## config.mk

```make
export PLATFORM = sky130hd
export DESIGN_NAME = opb_select_pipe_flat
export DESIGN_NICKNAME = d
export VERILOG_FILES = /design/src/rtl/opb_select_if.sv /design/src/rtl/opb_select_pipe.sv /design/src/flat_wrapper.sv
export SDC_FILE = /design/constraint.sdc
export NUM_CORES = 1
export LEC_CHECK = 0
export BUFFER_PORTS_ARGS = -buffer_cell sky130_fd_sc_hd__buf_2
export CORE_MARGIN = 8
export CORE_UTILIZATION = 35
export DETAILED_ROUTE_END_ITERATION = 10
export PLACE_DENSITY = 0.82
export SLEW_MARGIN = 20
export SYNTH_ARGS = -nofsm -noshare
export SYNTH_HDL_FRONTEND = slang
export SYNTH_SLANG_ARGS = --single-unit
```

## constraint.sdc

```tcl
create_clock -name clk -period 1.5 [get_ports clk]
set_input_delay 0.075 -clock clk [delete_from_list [all_inputs] [get_ports clk]]
set_output_delay 0.075 -clock clk [all_outputs]
set_load 0.05 [all_outputs]
```

## src/rtl/opb_select_if.sv

```systemverilog
// opb_select_if: operand-B selector bundle (flush, input handshake, sources, forwarding, output handshake)
interface opb_select_if #(parameter int N = 32, parameter int NSRC = 4);
  localparam int SELW = $clog2(NSRC);
  localparam int XW = (NSRC > 2 ? NSRC - 2 : 1) * N;
  logic flush, in_valid, in_ready, out_valid, out_ready, sel_err, fwd_mem_en, fwd_wb_en;
  logic [N-1:0] rdb, extended, fwd_mem_data, fwd_wb_data, selected_opb;
  logic [XW-1:0] src_ext;
  logic [SELW-1:0] opb_selector;
  modport master(
    output flush, in_valid, rdb, extended, src_ext, opb_selector,
           fwd_mem_en, fwd_mem_data, fwd_wb_en, fwd_wb_data, out_ready,
    input  in_ready, out_valid, selected_opb, sel_err
  );
  modport slave(
    input  flush, in_valid, rdb, extended, src_ext, opb_selector,
           fwd_mem_en, fwd_mem_data, fwd_wb_en, fwd_wb_data, out_ready,
    output in_ready, out_valid, selected_opb, sel_err
  );
endinterface

```

## src/rtl/opb_select_pipe.sv

```systemverilog
// opb_select_pipe: registered ALU operand-B selector with forwarding and 2-entry skid buffer.
// Define OPB_FWD_EN to enable the MEM/WB forwarding muxes on source 0.
module opb_select_pipe #(
  parameter int N = 32,
  parameter int NSRC = 4
) (
  input logic clk,
  input logic rst_n,
  opb_select_if.slave b
);
  logic [N-1:0] rdb_f, sel_data;
  logic [N:0] m_q, s_q, new_q;
  logic m_valid, s_valid, sel_err_c, accept, consume;
  int sel, xi;
  always_comb begin
    sel = int'(b.opb_selector);
    sel_err_c = sel >= NSRC;
    xi = (sel_err_c || sel < 2) ? 0 : sel - 2;
    rdb_f = b.rdb;
`ifdef OPB_FWD_EN
    rdb_f = b.fwd_mem_en ? b.fwd_mem_data : b.fwd_wb_en ? b.fwd_wb_data : b.rdb;
`endif
    sel_data = (sel_err_c || sel == 0) ? rdb_f : sel == 1 ? b.extended : b.src_ext[xi*N +: N];
    new_q = {sel_err_c, sel_data};
  end
  assign accept = b.in_valid && !s_valid;
  assign consume = m_valid && b.out_ready;
  // Skid entry only fills while M is held, so M<=S and accept never coincide.
  always_ff @(posedge clk or negedge rst_n) begin
    if (!rst_n) begin
      m_valid <= 1'b0;
      s_valid <= 1'b0;
      m_q <= '0;
      s_q <= '0;
    end else if (b.flush) begin
      m_valid <= 1'b0;
      s_valid <= 1'b0;
    end else if (!m_valid || consume) begin
      if (s_valid) begin
        m_q <= s_q;
        s_valid <= 1'b0;
      end else if (accept) begin
        m_q <= new_q;
        m_valid <= 1'b1;
      end else begin
        m_valid <= 1'b0;
      end
    end else if (accept) begin
      s_q <= new_q;
      s_valid <= 1'b1;
    end
  end
  assign b.in_ready = !s_valid;
  assign b.out_valid = m_valid;
  assign b.selected_opb = m_q[N-1:0];
  assign b.sel_err = m_q[N];
endmodule

```

## src/flat_wrapper.sv

```systemverilog
// flat-port wrapper written by rule: the top's interface ports become plain ports
module opb_select_pipe_flat 
#(
  parameter int N = 32,
  parameter int NSRC = 4
)
  (clk, rst_n, b_flush, b_in_valid, b_rdb, b_extended, b_src_ext, b_opb_selector, b_fwd_mem_en, b_fwd_mem_data, b_fwd_wb_en, b_fwd_wb_data, b_out_ready, b_in_ready, b_out_valid, b_selected_opb, b_sel_err);
  opb_select_if #(.N(N), .NSRC(NSRC)) b_i ();
  input logic clk;
  input logic rst_n;
  input wire logic [$bits(b_i.flush)-1:0] b_flush;
  input wire logic [$bits(b_i.in_valid)-1:0] b_in_valid;
  input wire logic [$bits(b_i.rdb)-1:0] b_rdb;
  input wire logic [$bits(b_i.extended)-1:0] b_extended;
  input wire logic [$bits(b_i.src_ext)-1:0] b_src_ext;
  input wire logic [$bits(b_i.opb_selector)-1:0] b_opb_selector;
  input wire logic [$bits(b_i.fwd_mem_en)-1:0] b_fwd_mem_en;
  input wire logic [$bits(b_i.fwd_mem_data)-1:0] b_fwd_mem_data;
  input wire logic [$bits(b_i.fwd_wb_en)-1:0] b_fwd_wb_en;
  input wire logic [$bits(b_i.fwd_wb_data)-1:0] b_fwd_wb_data;
  input wire logic [$bits(b_i.out_ready)-1:0] b_out_ready;
  output wire logic [$bits(b_i.in_ready)-1:0] b_in_ready;
  output wire logic [$bits(b_i.out_valid)-1:0] b_out_valid;
  output wire logic [$bits(b_i.selected_opb)-1:0] b_selected_opb;
  output wire logic [$bits(b_i.sel_err)-1:0] b_sel_err;
  assign b_i.flush = b_flush;
  assign b_i.in_valid = b_in_valid;
  assign b_i.rdb = b_rdb;
  assign b_i.extended = b_extended;
  assign b_i.src_ext = b_src_ext;
  assign b_i.opb_selector = b_opb_selector;
  assign b_i.fwd_mem_en = b_fwd_mem_en;
  assign b_i.fwd_mem_data = b_fwd_mem_data;
  assign b_i.fwd_wb_en = b_fwd_wb_en;
  assign b_i.fwd_wb_data = b_fwd_wb_data;
  assign b_i.out_ready = b_out_ready;
  assign b_in_ready = b_i.in_ready;
  assign b_out_valid = b_i.out_valid;
  assign b_selected_opb = b_i.selected_opb;
  assign b_sel_err = b_i.sel_err;
  opb_select_pipe #(.N(N), .NSRC(NSRC)) u_core (.clk(clk), .rst_n(rst_n), .b(b_i));
endmodule
```

==> flow_summary.yaml <==
pwr:
  seqPwrFrac_pct: 41.3
  power_mw: 5.91
  p_int_mw: 3.86
  ir_drop_v: 0.000482
  clockPowerShare_pct: 25.0
  p_leak_nw: 2.32
  power.switching_mw: 2.05
  pwr-share-comb_pct: 33.6
  p_per_area_nw_per_um2: 1190
  swShare_pct: 34.6
timing:
  finalHoldViolations: 0
  finalWorstSetupSlack_ns: 0.0727
  fin_hold_ws_ns: 0.0576
  fin_crit_sh_pct: 95.2
  fmaxAchievable_mhz: 701
  fin_skew_ns: 0.0138
  grt_setup_unrepaired: "false"
  slew_viol_final: 0
  min_period_ns: 1.43
  setup_viol_count_final: 0
  fin_setup_tns_ns: 0
worst_setup_path:
  start_kind: "flop"
  cp_max_fo: 20
  crit_path_end_kind: "flop"
  cp.required_ns: 1.72
  critPathArrivalTime_ns: 1.64
  critPathKind: "flop to flop"
global_routing:
  grt_remaining_overflow: 0
  grt_max_degree: 67
  grt_pass1_vias: 3612
  grt_pass1_wl_mm: 18.5
  grtUsageTotal_pct: 16.2
  antenna_found_initial: 3
synth:
  synth.top_cell.area_share_pct: 43.8
  synth_edf_count: 0
  synth_area_um2: 3770
  synth-main-ff-cell: "dfrtp_1"
  synth_top_area_cell: "dfrtp_1"
  syn_nets: 500
  synth.distinct_cells: 22
  netlist_top_cells_area: "dfrtp_1, mux4_2, mux2_4, nand2_1, a31oi_1"
  synth_compound_area_share_pct: 10.1
  yosys_register_bits: 66
  synthXorXnorAreaFrac_pct: 0
  muxShareOfSynthArea_pct: 32.0
  seq_area_frac_synth_pct: 43.8
  syn_avg_cell_area_um2: 12.6
  ys_warn_count: 0
  ys_async_sr_fraction_pct: 100
  synth_fa_ha_area_share_pct: 0
  synth_top_family_by_area: "multiplexers"
  synth-simple-area-share_pct: 7.47
  syn_inst: 299
routing:
  routedWlPerCell_um: 18.7
  vias_per_cell: 5.19
  totalWireLength_mm: 11.5
  via_count: 3179
  drt_iter0_drc: 141
  firstDrtPassIters: 5
  drc: 0
  ant_nets: 0
die:
  dieArea_um2: 14300
  rows: 38
  initial_utilization_pct: 35.4
  core_area_um2: 10700
  die_w_um: 120
  ioPinCount: 236
  die_h_um: 120
hold_path:
  min_path_type: "input pin to flop"
run:
  max_cap_viol_count: 0
clock_network:
  numClockSinks: 66
  path_clk_slew_ns: 0.07
  clk_latency_ns: 0.33
  cts_buffers: 9
  htreeDepth: 3
  cts-root-buf: "clkbuf_8"
  clockBufferDepth: 2
  cts_setup_buffers: 0
  cts_tree: "done"
placed_design:
  io_buffers: 168
  hpwl_mm: 8.80
  place_area_um2: 4730
  dp_slack_ns: -0.00551
  gp_congestion: 0.768
finish:
  drive_above_1_share_pct: 56.5
  final_nets: 667
  final_area_um2: 4980
  syn_to_final_growth_pct: 32.3
outcome:
  status: "completed"
[layout by cell type (no fill, tap or decap), types with 2 or more instances in the layout]
| cell type | count |
|---|---|
| buf_12 | 5 |
| clkinv_2 | 3 |
| mux4_2 | 30 |
| nand2_1 | 64 |
| dfrtp_1 | 65 |
| a21oi_1 | 33 |
| dlygate4sd3_1 | 2 |
| mux2_4 | 31 |
| diode_2 | 2 |
| inv_1 | 2 |
| buf_2 | 167 |
| mux4_1 | 2 |
| a31oi_1 | 32 |
| buf_4 | 6 |
| buf_6 | 6 |
| clkbuf_8 | 10 |
[sequential cells by signal, indices dropped and copies added (netlist names)]
register,cells
u_core.m_q,32
u_core.s_q,32
u_core.b.out_valid,1
u_core.s_valid,1
[synth_stat cells (2+ instances only)]
cell,count
a21oi_1,33
inv_1,2
dfrtp_1,66
mux2_4,31
buf_12,3
nand2_1,64
mux4_1,2
a31oi_1,32
clkbuf_1,9
mux4_2,30
nand2b_1,2
buf_6,9
buf_1,3
buf_2,5
[through the flow]
step	std cells	util [%]
2_1_floorplan	299	-
3_3_place_gp	593	44.4
3_5_place_dp	593	44.4
4_1_cts	611	46.6
5_1_grt	613	46.8
6_report	613	46.8
[power groups by stage]
stage	clock (mW)	combinational, mW	sequential [mW]
5_1_grt	1.60	2.12	2.49
3_3_place_gp	0	1.93	2.44
6_report	1.48	1.99	2.44
2_1_floorplan	0	0.863	2.99
3_5_place_dp	0	1.99	2.47
4_1_cts	1.52	2.00	2.44
[cell type report]
type                            count  area, um2
Inverter                            2       7.51
Multi-Input combinational cell    201       1880
Timing Repair Buffer              186       1070
Antenna cell                        2       5.00
Clock buffer                       11        141
Clock inverter                      5       53.8
Tap cell                          140        175
Fill cell                        1045       5670
Sequential cell                    66       1650
[cell families after synthesis]
logic type / after synthesis
buffers and inverters: 32
muxes: 64
AOI/OAI and AO/OA: 67
DFF: 66
and+or+nand+nor: 69
other: 1
[critical path, cell delays in order, from the launching register on]
cell      delay, ns
dfrtp_2        0.37
nand2b_2       0.11
nor3_4         0.26
buf_12         0.23
mux2_2         0.35
[metal layers]
layer  wire length [um]  global-route usage (%)  share of wire, %  up-vias
met4                293                    7.81               2.6        2
met2               5840                    27.2                51      155
li1                   -                       -                 -     1442
met1               4550                    18.6                40     1557
met3                783                    4.70               6.8       23
met5                 13                       0              0.11        -
[repair_timing]
action                                  4_1_cts  5_1_grt
hold buffers                                  2        0
resized for setup                             4        4
hold endpoints to repair                     67        0
endpoints found under the setup margin       14       36
[path summary, 6_finish.rpt]
check / start / to / slack (ns) / depth (start not counted)
worst max-delay path: u_core.b.out_valid$_DFFE_PN0P_ / u_core.s_q[1]$_DFFE_PN0P_ / 0.07 / 4
min in group asynchronous: rst_n / u_core.m_q[6]$_DFFE_PN0P_ / 0.29 / 3
worst min-delay path: b_in_valid / u_core.b.out_valid$_DFFE_PN0P_ / 0.06 / 3
max in group asynchronous: rst_n / u_core.b.out_valid$_DFFE_PN0P_ / 0.91 / 3
worst min register to register: u_core.s_q[10]$_DFFE_PN0P_ / u_core.s_q[10]$_DFFE_PN0P_ / 0.51 / 1
worst max register to register: u_core.b.out_valid$_DFFE_PN0P_ / u_core.s_q[1]$_DFFE_PN0P_ / 0.07 / 4
(Power assumes the default switching activity.)
